File: config.mk
export PLATFORM = sky130hd
export DESIGN_NAME = timer_counter
export DESIGN_NICKNAME = d
export VERILOG_FILES = /design/src/rtl/timer_counter.sv
export SDC_FILE = /design/constraint.sdc
export NUM_CORES = 1
export LEC_CHECK = 0
export ABC_CLOCK_PERIOD_IN_PS = 4750
export BUFFER_PORTS_ARGS = -buffer_cell sky130_fd_sc_hd__buf_2
export CORE_ASPECT_RATIO = 1.4
export CORE_MARGIN = 2
export CORE_UTILIZATION = 60
export CTS_CLUSTER_DIAMETER = 200
export CTS_CLUSTER_SIZE = 40
export DETAILED_ROUTE_END_ITERATION = 6
export GPL_ROUTABILITY_DRIVEN = 0
export PLACE_DENSITY = 0.85
export SLEW_MARGIN = 25
export SYNTH_ARGS = -nofsm -noshare
export SYNTH_HDL_FRONTEND = slang
export SYNTH_SLANG_ARGS = --single-unit
File: constraint.sdc
create_clock -name clk -period 4.75 [get_ports clk]
set_clock_uncertainty 0.15 [all_clocks]
set_input_delay 0.475 -clock clk [delete_from_list [all_inputs] [get_ports clk]]
set_output_delay 0.475 -clock clk [all_outputs]
set_load 0.05 [all_outputs]
File: src/rtl/timer_counter.sv
// Memory-mapped down-counting timer with one-shot and auto-reload periodic modes.
// IRQ is the pending flag gated by the CTRL interrupt mask; it feeds CP0 HWInt[2].
`timescale 1ns/1ps
module timer_counter (
  input  logic        clk,
  input  logic        reset,
  input  logic        WE,
  input  logic [1:0]  Add,
  input  logic [31:0] DIn,
  output logic [31:0] DOut,
  output logic        IRQ
);

  typedef enum logic [1:0] {
    ADDR_CTRL   = 2'd0,
    ADDR_PRESET = 2'd1,
    ADDR_COUNT  = 2'd2,
    ADDR_NONE   = 2'd3
  } addr_e;

  typedef enum logic [1:0] {
    IDLE = 2'd0,
    LOAD = 2'd1,
    CNT  = 2'd2,
    INT  = 2'd3
  } state_e;

  typedef struct packed {
    logic       im;
    logic [1:0] mode;
    logic       enable;
  } ctrl_t;

  localparam logic [1:0] MODE_PERIODIC = 2'b01;

  state_e      state;
  ctrl_t       ctrl;
  logic [31:0] preset;
  logic [31:0] count;
  logic        irq_flag;

  logic wr_ctrl;
  logic wr_preset;
  logic periodic;
  logic flag_set;
  logic flag_clr;

  always_comb begin
    wr_ctrl   = WE && (addr_e'(Add) == ADDR_CTRL);
    wr_preset = WE && (addr_e'(Add) == ADDR_PRESET);
    periodic  = (ctrl.mode == MODE_PERIODIC);
    // Expiry sets the flag; a same-edge CPU write must not swallow it.
    flag_set  = (state == CNT) && ctrl.enable && (count <= 32'd1);
    flag_clr  = wr_ctrl || wr_preset || ((state == INT) && periodic);
  end

  // NOTE: sequential state uses non-blocking assignments only, so every
  // right-hand side sees the pre-edge values regardless of statement order.
  always_ff @(posedge clk or posedge reset) begin
    if (reset) begin
      state    <= IDLE;
      ctrl     <= '0;
      preset   <= '0;
      count    <= '0;
      irq_flag <= 1'b0;
    end else begin
      case (state)
        IDLE: begin
          if (ctrl.enable) state <= LOAD;
        end
        LOAD: begin
          count <= preset;
          state <= CNT;
        end
        CNT: begin
          if (!ctrl.enable) begin
            state <= IDLE;
          end else if (count > 32'd1) begin
            count <= count - 32'd1;
          end else begin
            count <= '0;
            state <= INT;
          end
        end
        INT: begin
          state <= IDLE;
          if (!periodic) ctrl.enable <= 1'b0;
        end
        default: state <= IDLE;
      endcase

      // NOTE: the last non-blocking assignment in a block wins, which is how a
      // CPU CTRL write overrides the one-shot enable clear on the same edge.
      if (wr_ctrl)   ctrl   <= ctrl_t'(DIn[3:0]);
      if (wr_preset) preset <= DIn;

      if (flag_set)      irq_flag <= 1'b1;
      else if (flag_clr) irq_flag <= 1'b0;
    end
  end

  // NOTE: combinational outputs get a default first so no latch is inferred.
  always_comb begin
    DOut = '0;
    case (addr_e'(Add))
      ADDR_CTRL:   DOut = {28'd0, ctrl};
      ADDR_PRESET: DOut = preset;
      ADDR_COUNT:  DOut = count;
      default:     DOut = '0;
    endcase
  end

  assign IRQ = irq_flag & ctrl.im;

endmodule

; ---- After elaboration in Yosys (flattened, before gate mapping)
; Index checks and enable logic that the tools add are counted.
[word_totals]
regBits = 71
inputBits = 37
output_inout_bits = 33
wordCells = 49
[classes]
muxes = 13
reduce_logical = 15
n_lt_le_gt_ge = 2
n_eq_ne = 10
bitwise_logic = 1
n_addsub = 1
[ops]
columns = operator, n
row1 = one-hot mux 32 bit (3 select lines), 1
row2 = 2-to-1 mux 32 bit, 2
row3 = one-hot mux 32 bit (2 select lines), 1
row4 = "> comparator 32 x 1 -> 1 bit, second input constant", 1
row5 = "less-or-equal comparator 32 x 1 -> 1 bit, second input constant", 1
row6 = "subtractor 32 x 1 -> 32 bit, second input constant", 1
row7 = one-hot mux 2 bit (4 select lines), 1
row8 = "== test 2 x 1 -> 1 bit, second input constant", 3
row9 = "== test 2 bit, second input constant", 3
row10 = 2-to-1 mux 2 bit, 3
row11 = "!= test 2 bit, second input constant", 3
row12 = AND reduction 2 bit, 3
row13 = nonzero test 2 bit, 3
row14 = logical AND 1 bit, 5
row15 = 2-to-1 mux 1 bit, 5
row16 = zero test 2 bit, 2
row17 = "!= test 3 bit, second input constant", 1
row18 = logical OR 1 bit, 2
row19 = bitwise AND 1 bit, 1

; ---- Depth between registers and ports, before layout
; Gate-level depths: netlist (run 1).
[logic_depth]
depth_word = 6
ltp_mapped = 9

; ---- Least setup slack after synthesis (run 1)
; Ideal clock, no wire load.
[synth_timing]
path_kind = register -> register
startpoint = reg count[8]
endpoint = reg count[30]
arrival_time_ns = 2.536
required_time_ns = 4.474
setup_slack_ns = 1.938
setup_ns = 0.126
path_stages_with_launch = 7
cell_sequence = dfrtp_1 -> or4_4 -> or4_1 -> buf_2 -> or3_2 -> a32o_1 -> a221o_1
[synth_via]
elab_chain_cells = 4
[synth_lines]
columns = item, line
row1 = start: declaration, 39  ; logic [31:0] count;
row2 = start signal: assignment, 72  ; count <= preset;
row3 = start signal: assignment, 79  ; count <= count - 32'd1;
row4 = subtractor 32 x 1 -> 32 bit or > comparator 32 x 1 -> 1 bit (tied branches), "79, 78"
row5 = 2-to-1 mux 32 bit *, 78  ; end else if (count > 32'd1) begin
row6 = 2-to-1 mux 32 bit *, 76  ; if (!ctrl.enable) begin
row7 = one-hot mux 32 bit (2 select lines) *, 67  ; case (state)
; Every way passes the cells marked *; elsewhere a longest branch is shown, timed or not. The select of a mux whose other input is x is not followed.
; A chain may end at the register's enable or synchronous reset.

; ---- Final worst setup path (run 1)
[layout_timing]
startpoint = reg count[8]
endpoint = reg count[8]
; Same word-level chain as after synthesis.

==> out/metrics.cfg, run 1 <==
[route]
vias=3611
vias_per_cell=6.77
drtPass1Iterations=5
drcViolationCount=0
routed_wl_mm=10.4
avgRoutedWirePerCell_um=19.5
ant_nets=0
drtIter0Drc=353

[floorplan]
rows=35
die_h_um=101
core_area_um2=6530
die-area_um2=7400
start_util_pct=61.7
num_io_pins=70
die_w_um=73.3

[yosys]
ys_types=56
syn_nets=437
synth-seq-cells=71
synth_area_leader_cell=dfrtp_1
yosys_warnings=0
synth_compound_area_share_pct=22.1
synth_top_family_by_area=compound AO/OA/AOI/OAI gates
synthesis.area_um2=4030
synth_area_per_cell_um2=10.1
synth_area_leaders=dfrtp_1 44%, mux2_2 9.5%, a22o_1 5.9%
synth_mux_area_share_pct=11.5
yosysSeqAreaShare_pct=44.1
syn_inst=398
async_reset_ff_share_pct=100
synth_edf_count=0
synthXorXnorAreaFrac_pct=0
synth-adder-area-share_pct=0.621
synth-simple-area-share_pct=17.1
synthFlopType=dfrtp_1
synth_top_area_share_pct=44.1

[global_route]
grt_pass1_wl_mm=17.0
antenna_found_initial=0
grt_max_degree=42
grt.total_usage_pct=29.9
grt_pass1_vias=3472
grt.overflow.total=0

[sta]
drv_slew=0
fin_crit_ps=3230
fin_hold_ws_ps=44.5
worst_slack_ps=1520
rsz0062_at_grt=no
worst_pin_slew_ps=651
max-slew-margin-rel_pct=56.5
finalHoldViolations=0
finalSetupTns_ps=0
setup_violations=0
fin_crit_sh_pct=68.0
fmax_ghz=0.310

[worst_hold_path]
hp-class=input port to async pin

[power_and_ir_drop]
ir_worst_vdd_mv=0.509
finalPower_mw=2.68
power-per-cell-area_nw_per_um2=588
p_leak_nw=1.97

[clocking]
cts_resized=0
holdBufCountCts=0
cts_tree=yes
numCtsBuffers=9
cts_sinks=71
htree_levels=3
clock_path_buffers=2
path_clk_slew_ps=80
cts_root_buffer=clkbuf_8
clock_latency_ps=360
postCtsSetupRepairBufs=0

[run]
cap_violations=0

[placed_design]
post-dp-hpwl_mm=6.95
port_buffers=69
place_area_um2=4370
dpl.cell_count=517
place_ws_ps=1540

[cells_and_area]
stdcell_count=533
area_delta_synth_final_pct=13.2
fin_nets=493
final_cell_area_um2=4560
post-route-util_pct=69.9
num_antenna_cells=0
fillers=491
mostFrequentLayoutCells=71 x dfrtp_1, 69 x buf_2, 34 x mux2_2, 30 x o21ai_0, 27 x a22o_1
final_common_cell=dfrtp_1
drive_above_1_share_pct=31.2

[setup_path]
cp_cell_sequence=or4_4 > or4_1 > o31ai_4 > buf_4 > o21ai_0 > a221o_2
required_ps=4840
path_buf_inv=1
arrival_ps=3320
critical_path_class=register to register
critPathMaxStageDelay_ps=640
critPathCaptureType=register
start_kind=register
crit_slowest_cell=or4_1
cp_max_fo=32
crit_family=simple AND/OR/NAND/NOR gates

[outcome]
status=finished, final reports clean

-- report_power, final --
part           leakage (nW)  internal, mW  total [mW]  switching (mW)
Clock                 0.100         0.255       0.476           0.221
Sequential            0.857         0.804        1.09           0.281
Combinational          1.01         0.426        1.12           0.697
Total                  1.97          1.48        2.68            1.20
-- worst paths after layout --
check                      cells after the start  startpoint    endpoint  slack (ps)
max                                            6    count[8]    count[8]        1520
min                                            2       reset  preset[15]          40
max reg2reg                                    6    count[8]    count[8]        1520
min reg2reg                                    2  preset[17]   count[17]         390
max in group asynchronous                      3       reset     ctrl[0]        3420
min in group clk                               3      DIn[0]     ctrl[0]         190
-- kinds of logic (layout without fill, tap and decap cells) --
logic type / after synthesis / count (layout)
compound gates: 120 / 120
fa+ha+maj: 2 / 2
buf+inv: 38 / 99
flops: 71 / 71
mux: 42 / 42
simple gates: 125 / 125
-- cells in the mapped netlist, types with 3 or more instances --
cell type   n
dfrtp_1    71
mux2_2     34
o21ai_0    30
a22o_1     27
nand2_1    24
nor2_1     22
clkbuf_1   16
nor3_1     16
nor4_1     16
a21oi_1    13
a221o_1    11
a22oi_1     8
mux2i_1     8
or4_1       8
inv_1       7
buf_1       5
o211ai_1    5
buf_2       4
nand2b_1    4
nand3_1     4
nand4_1     4
nor2b_1     4
or3_2       4
a21o_1      3
nor4b_1     3
o22ai_1     3
o311ai_0    3
o31ai_1     3
or3_1       3
-- worst reg2reg max path, cell delays in order (launching register included) --
cell and delay (ps):
dfrtp_1 420, or4_4 590, or4_1 640, o31ai_4 440, buf_4 380, o21ai_0 150
a221o_2 350
-- registers in the layout, summed over array words and instances, names as in the netlist --
signal	cells
state	2
irq_flag	1
ctrl	4
count	32
preset	32
-- layout make-up --
type	count	area, um2	area share [%]
Timing Repair Buffer	76	398	8.72
Clock inverter	4	45.0	0.987
Inverter	7	26.3	0.576
Multi-Input combinational cell	289	2080	45.6
Sequential cell	71	1780	38.9
Tap cell	74	92.6	2.03
Clock buffer	12	145	3.18
-- metal layers --
metal | global-route usage, % | up-vias | part of all wire [%]
met5 | 0 | - | 0
met3 | 6.10 | 31 | 6.8
met1 | 36.8 | 1763 | 39
met2 | 49.9 | 167 | 51
met4 | 13.5 | 0 | 2.6
li1 | - | 1650 | -
No activity file was read; power rests on OpenSTA's default activity.
==> run 2: changes to the inputs <==
--- a/config.mk
+++ b/config.mk
@@ -5,16 +5,17 @@
 export SDC_FILE = /design/constraint.sdc
 export NUM_CORES = 1
 export LEC_CHECK = 0
-export ABC_CLOCK_PERIOD_IN_PS = 4750
+export ABC_AREA = 1
+export ABC_CLOCK_PERIOD_IN_PS = 2600
 export BUFFER_PORTS_ARGS = -buffer_cell sky130_fd_sc_hd__buf_2
 export CORE_ASPECT_RATIO = 1.4
 export CORE_MARGIN = 2
-export CORE_UTILIZATION = 60
+export CORE_UTILIZATION = 52
 export CTS_CLUSTER_DIAMETER = 200
 export CTS_CLUSTER_SIZE = 40
 export DETAILED_ROUTE_END_ITERATION = 6
 export GPL_ROUTABILITY_DRIVEN = 0
-export PLACE_DENSITY = 0.85
+export PLACE_DENSITY = 0.77
 export SLEW_MARGIN = 25
 export SYNTH_ARGS = -nofsm -noshare
 export SYNTH_HDL_FRONTEND = slang
==> constraint.sdc (replaced) <==
create_clock -name clk -period 2.6 [get_ports clk]
set_clock_uncertainty 0.15 [all_clocks]
set_input_delay 0.26 -clock clk [delete_from_list [all_inputs] [get_ports clk]]
set_output_delay 0.26 -clock clk [all_outputs]
set_load 0.05 [all_outputs]
==> out/metrics.cfg, run 2 <==
[setup_path]
crit_slowest_cell=nor2_4
critPathCaptureType=register
critPathMaxStageDelay_ps=460  ; -180 ps
start_kind=register
critical_path_class=register to register
cp_cell_sequence=inv_1 > ha_1 > nand2_4 > a21oi_1 > nand2_1 > nor2_4 > nor2_4 > o21ai_0 > a21oi_1
required_ps=2710  ; -2130 ps
cp_max_fo=16  ; -50%
crit_family=simple AND/OR/NAND/NOR gates
arrival_ps=2310  ; -1010 ps
path_buf_inv=1  ; unchanged

[clocking]
path_clk_slew_ps=60  ; -20 ps
clock_latency_ps=340  ; -20 ps
htree_levels=3  ; unchanged
clock_path_buffers=2  ; unchanged
cts_tree=yes
cts_sinks=71  ; unchanged
postCtsSetupRepairBufs=0  ; unchanged
cts_root_buffer=clkbuf_16
numCtsBuffers=9  ; unchanged

[route]
routed_wl_mm=11.5  ; +11%
wl_met3_um=605  ; -15%
drtPass1Iterations=5  ; unchanged
wl_met2_mm=5.89  ; +10%
vias=4135  ; +15%
avgRoutedWirePerCell_um=15.2  ; -22%
vias_per_cell=5.46  ; -19%
drtIter0Drc=281  ; -20%
drcViolationCount=0  ; unchanged
ant_nets=0  ; unchanged
drt-met1-wl_mm=4.60  ; +13%
highest_layer=met4

[yosys]
synth_area_leader_cell=dfrtp_1
syn_inst=578  ; +45%
yosysMostFrequentCell=nor2_1
synth_area_per_cell_um2=7.44  ; -26%
synth_compound_area_share_pct=16.7  ; -5.5 points
synth_area_leaders=dfrtp_1 41%, nor2_1 8.7%, nand2_1 8.4%
yosys_warnings=0  ; unchanged
synth_common_cells=100 x nor2_1, 96 x nand2_1, 71 x dfrtp_1
synth_top_family_by_area=simple AND/OR/NAND/NOR gates
async_reset_ff_share_pct=100  ; unchanged
synth-seq-cells=71  ; unchanged
synth_top_area_share_pct=41.3  ; -2.8 points
synth_mux_area_share_pct=2.62  ; -8.9 points
synthFlopType=dfrtp_1
synth_edf_count=0  ; unchanged
synthXorXnorAreaFrac_pct=1.63  ; +1.6 points
syn_nets=617  ; +41%
synth-adder-area-share_pct=0.582  ; -0.040 points
synthesis.area_um2=4300  ; +6.8%
yosysSeqAreaShare_pct=41.3  ; -2.8 points
synth-simple-area-share_pct=28.6  ; +12 points
ys_types=30  ; -46%

[global_route]
grt_max_degree=51  ; +21%
grt.overflow.total=0  ; unchanged
grt_pass1_wl_mm=18.9  ; +11%
antenna_found_initial=0  ; unchanged
grt_pass1_vias=4140  ; +19%
grt.total_usage_pct=26.9  ; -3.0 points

[sta]
fin_crit_ps=2200  ; -1030 ps
fin_crit_sh_pct=84.5  ; +16 points
setup_violations=0  ; unchanged
finalHoldViolations=0  ; unchanged
worst_slack_ps=403  ; -1120 ps
worst_pin_slew_ps=591  ; -60.7 ps
finalSetupTns_ps=0  ; unchanged
rsz0062_at_grt=no
fmax_ghz=0.455  ; +47%
max-slew-margin-rel_pct=60.5  ; +4.0 points
drv_slew=0  ; unchanged

[floorplan]
die_h_um=112  ; +11%
die_w_um=80.9  ; +10%
rows=39  ; +11%
start_util_pct=53.1  ; -8.6 points
core_area_um2=8100  ; +24%
num_io_pins=70  ; unchanged
die-area_um2=9030  ; +22%

[power_and_ir_drop]
ir_worst_vdd_mv=0.529  ; +3.9%
power-per-cell-area_nw_per_um2=1030  ; +75%
p_leak_nw=2.40  ; +22%

[run]
cap_violations=0  ; unchanged

[worst_hold_path]
hp-class=input port to register

[placed_design]
post-dp-hpwl_mm=7.79  ; +12%
place_ws_ps=155  ; -1380 ps
dpl.cell_count=734  ; +42%
port_buffers=69  ; unchanged

[cells_and_area]
stdcell_count=758  ; +42%
area_delta_synth_final_pct=19.0
final_common_cell=nor2_1
num_antenna_cells=0  ; unchanged
reg.largest.list=count x32, preset x32, ctrl x4
fin_nets=692  ; +40%
drive_above_1_share_pct=21.3  ; -9.8 points
mostFrequentLayoutCells=100 x nor2_1, 96 x nand2_1, 71 x dfrtp_1, 69 x buf_2, 66 x inv_1
post-route-util_pct=63.2  ; -6.7 points

[outcome]
status=finished, final reports clean

run 2: cell types whose count changed after synthesis, sizes merged, moves of 15 or more:
| cell | before | now |
|---|---|---|
| a21oi | 13 | 51 |
| a22o | 28 | 0 |
| inv | 7 | 67 |
| mux2 | 34 | 10 |
| nand2 | 24 | 102 |
| nand3 | 4 | 41 |
| nor2 | 22 | 114 |
| nor3 | 16 | 1 |
| nor4 | 16 | 0 |
| o21ai | 30 | 64 |
run 2: final cells by class:
cell class | count | area [um2]
clock buffers | 13 | 260
clock inverters | 1 | 5.00
fillers | 741 | 2980
inverters | 68 | 255
multi-input cells | 418 | 2170
flip-flops and latches | 71 | 1780
well taps | 102 | 128
repair buffers | 85 | 526
run 2: stage by stage:
| stage | total power, mW | hold slack, ps | area, um2 |
|---|---|---|---|
| finish | 5.27 | 9.15 | 5120 |
| global route | 5.65 | 13.3 | 5120 |
| CTS | 5.26 | 0.320 | 5110 |
| detailed placement | 4.09 | 172 | 4750 |
| global placement | 4.01 | 154 | 4750 |
| floorplan | 3.55 | 242 | 4300 |
run 2: kinds of logic after synthesis:
family / count (synthesis)
AND/OR/NAND/NOR: 262
multiplexers: 10
buffers and inverters: 90
XOR/XNOR: 8
flip-flops: 71
adder cells (fa/ha/maj): 2
AO/OA/AOI/OAI: 135
run 2: worst paths after layout:
kind / start / end / slack [ps] / cells after the start
min reg2reg: state[0] / state[0] / 360 / 1
max: count[0] / count[16] / 400 / 9
max reg2reg: count[0] / count[16] / 400 / 9
max in group asynchronous: reset / preset[15] / 1300 / 4
min in group asynchronous: reset / preset[2] / 350 / 3
min: DIn[30] / preset[30] / 9 / 2
run 2: repair_timing:
item,4_1_cts,5_1_grt
hold endpoints to repair,29,0
hold buffers,9,0
endpoints found under the setup margin,0,10
resized for setup,0,1
run 2: layer usage:
| layer | GRT usage, % | up-vias |
|---|---|---|
| li1 | - | 2034 |
| met2 | 45.4 | 122 |
| met3 | 4.86 | 34 |
| met4 | 13.6 | 0 |
| met1 | 32.3 | 1945 |
| met5 | 0 | - |
run 2: where the power goes:
group          switching (mW)  leakage [nW]  internal, mW
clock                   0.444         0.132         0.686
combinational            1.56          1.46         0.710
sequential              0.402         0.804          1.47
total                    2.40          2.40          2.87
run 2: worst register-to-register path, delay by kind of cell (launching register included):
family / cells / cell delay, ps
AO/OA/AOI/OAI: 3 / 440
AND/OR/NAND/NOR: 4 / 800
adder cells (fa/ha/maj): 1 / 260
buffers and inverters: 1 / 110
flip-flops: 1 / 380
==> run 3: changes to the inputs <==
--- a/config.mk
+++ b/config.mk
@@ -6,16 +6,16 @@
 export NUM_CORES = 1
 export LEC_CHECK = 0
 export ABC_AREA = 1
-export ABC_CLOCK_PERIOD_IN_PS = 2600
+export ABC_CLOCK_PERIOD_IN_PS = 2100
 export BUFFER_PORTS_ARGS = -buffer_cell sky130_fd_sc_hd__buf_2
 export CORE_ASPECT_RATIO = 1.4
 export CORE_MARGIN = 2
-export CORE_UTILIZATION = 52
+export CORE_UTILIZATION = 57
 export CTS_CLUSTER_DIAMETER = 200
 export CTS_CLUSTER_SIZE = 40
 export DETAILED_ROUTE_END_ITERATION = 6
 export GPL_ROUTABILITY_DRIVEN = 0
-export PLACE_DENSITY = 0.77
+export PLACE_DENSITY = 0.8
 export SLEW_MARGIN = 25
 export SYNTH_ARGS = -nofsm -noshare
 export SYNTH_HDL_FRONTEND = slang
==> constraint.sdc (replaced) <==
create_clock -name clk -period 2.1 [get_ports clk]
set_clock_uncertainty 0.15 [all_clocks]
set_input_delay 0.21 -clock clk [delete_from_list [all_inputs] [get_ports clk]]
set_output_delay 0.21 -clock clk [all_outputs]
set_load 0.05 [all_outputs]
==> out/metrics.cfg, run 3 (synthesized netlist as in run 2, its figures left out) <==
[outcome]
status=finished, final reports clean

[global_route]
grt_pass1_vias=4334  ; +4.7%
grt_pass1_wl_mm=19.3  ; +2.4%
grt.total_usage_pct=29.7  ; +2.8 points
grt.overflow.total=0  ; unchanged
grt_max_degree=72  ; +41%
antenna_found_initial=0  ; unchanged

[floorplan]
start_util_pct=58.8  ; +5.7 points
num_io_pins=70  ; unchanged
die-area_um2=8270  ; -8.4%
die_h_um=107  ; -4.3%
core_area_um2=7310  ; -9.7%
rows=37  ; -5.1%
die_w_um=77.4  ; -4.3%

[worst_hold_path]
hold_start=WE
holdPathEnd=ctrl[3]
hp-class=input port to register
min_path_cells=4  ; +2

[route]
drtIter0Drc=405  ; +44%
drtPass1Iterations=5  ; unchanged
ant_nets=0  ; unchanged
drcViolationCount=0  ; unchanged
routed_wl_mm=11.7  ; +1.4%
vias=4422  ; +6.9%
vias_per_cell=5.61  ; +2.9%
avgRoutedWirePerCell_um=14.8  ; -2.5%

[clocking]
clock_latency_ps=360  ; +20 ps
cts_tree=yes
path_clk_slew_ps=80  ; +20 ps
cts_sinks=71  ; unchanged
cts_root_buffer=clkbuf_8
clock_path_buffers=2  ; unchanged
htree_levels=3  ; unchanged
numCtsBuffers=9  ; unchanged

[setup_path]
rr_endpoint=count[19]
cp_max_fo=7  ; -9
r2r-start=count[1]
required_ps=2200  ; -510 ps
rrSetupSlack_ps=70  ; -330 ps
critPathCaptureType=register
start_kind=register
critical_path_class=register to register
rr_worst_depth=11  ; +2
arrival_ps=2130  ; -180 ps

[cells_and_area]
mostFrequentLayoutCells=99 x nor2_1, 96 x nand2_1, 71 x dfrtp_1, 69 x buf_2, 65 x inv_1
reg.largest.list=count x32, preset x32, ctrl x4
final_common_cell=nor2_1
area_delta_synth_final_pct=23.9
fin_nets=726  ; +4.9%
num_antenna_cells=0  ; unchanged
drive_above_1_share_pct=22.4  ; +1.1 points

[sta]
max-slew-margin-rel_pct=73.5  ; +13 points
fin_hold_ws_ps=169  ; +160 ps
finalHoldViolations=0  ; unchanged
fmax_ghz=0.493  ; +8.4%
fin_crit_sh_pct=96.5  ; +12 points
drv_slew=0  ; unchanged
finalSetupTns_ps=0  ; unchanged
fin_crit_ps=2030  ; -170 ps
worst_pin_slew_ps=396  ; -194 ps
setup_violations=0  ; unchanged

[power_and_ir_drop]
power-per-cell-area_nw_per_um2=1170  ; +14%
p_leak_nw=2.50  ; +4.0%
ir_worst_vdd_mv=0.722  ; +37%

[placed_design]
post-dp-hpwl_mm=8.07  ; +3.6%
port_buffers=69  ; unchanged

[run]
cap_violations=0  ; unchanged

-- run 3: worst max path at each step --
stage / start / end / slack [ps] / cells past startpoint
after floorplan: Add[0] / DOut[25] / -110 / 4
after global placement: count[0] / count[29] / 160 / 10
after detailed placement: count[0] / count[24] / 20 / 10
after CTS: count[0] / count[24] / 20 / 10
after global routing: count[1] / count[19] / -20 / 11
final: count[1] / count[19] / 70 / 11
-- run 3: what timing repair did --
action,4_1_cts,5_1_grt
setup endpoints to repair,0,21
hold endpoints to repair,107,0
hold buffers,33,0
resized for setup,0,3
setup buffers,0,2
-- run 3: layer usage --
layer,global-route usage [%],vias up,wire [um]
met2,51.6,168,6000
met4,15.7,0,438
met5,0,-,0
li1,-,2099,-
met3,6.14,40,643
met1,34.3,2115,4580
-- run 3: critical path: stages (launching register included) --
cell and delay, ps:
dfrtp_1 400, inv_1 110, ha_2 230, nand2_4 90, a21oi_1 150, nand2_1 130, nor2_4 180, nor2_4 90
buf_12 130, buf_4 140, nand2_1 60, a21oi_1 50
-- run 3: per-stage QoR --
step	util [%]	instance area, um2	power [mW]	setup slack, ps	instances
after detailed placement	65.6	4800	5.13	20.4	737
after floorplan	-	4310	4.40	-107	578
after CTS	72.4	5290	6.16	24.7	785
final	72.9	5330	6.26	72.9	788
after global routing	72.9	5330	6.70	-16.8	788
after global placement	65.6	4800	4.99	155	737
-- run 3: where the power goes --
group / switching (mW) / total [mW] / internal (mW) / leakage, nW
Combinational: 1.98 / 2.97 / 0.990 / 1.61
Clock: 0.526 / 0.975 / 0.448 / 0.0850
Sequential: 0.499 / 2.32 / 1.82 / 0.804
-- run 3: layout make-up --
class / count / area (um2)
Timing Repair Buffer: 119 / 841
Sequential cell: 71 / 1780
Fill cell: 610 / 1980
Clock inverter: 4 / 22.5
Tap cell: 97 / 121
Inverter: 68 / 259
Clock buffer: 11 / 141
Multi-Input combinational cell: 418 / 2170
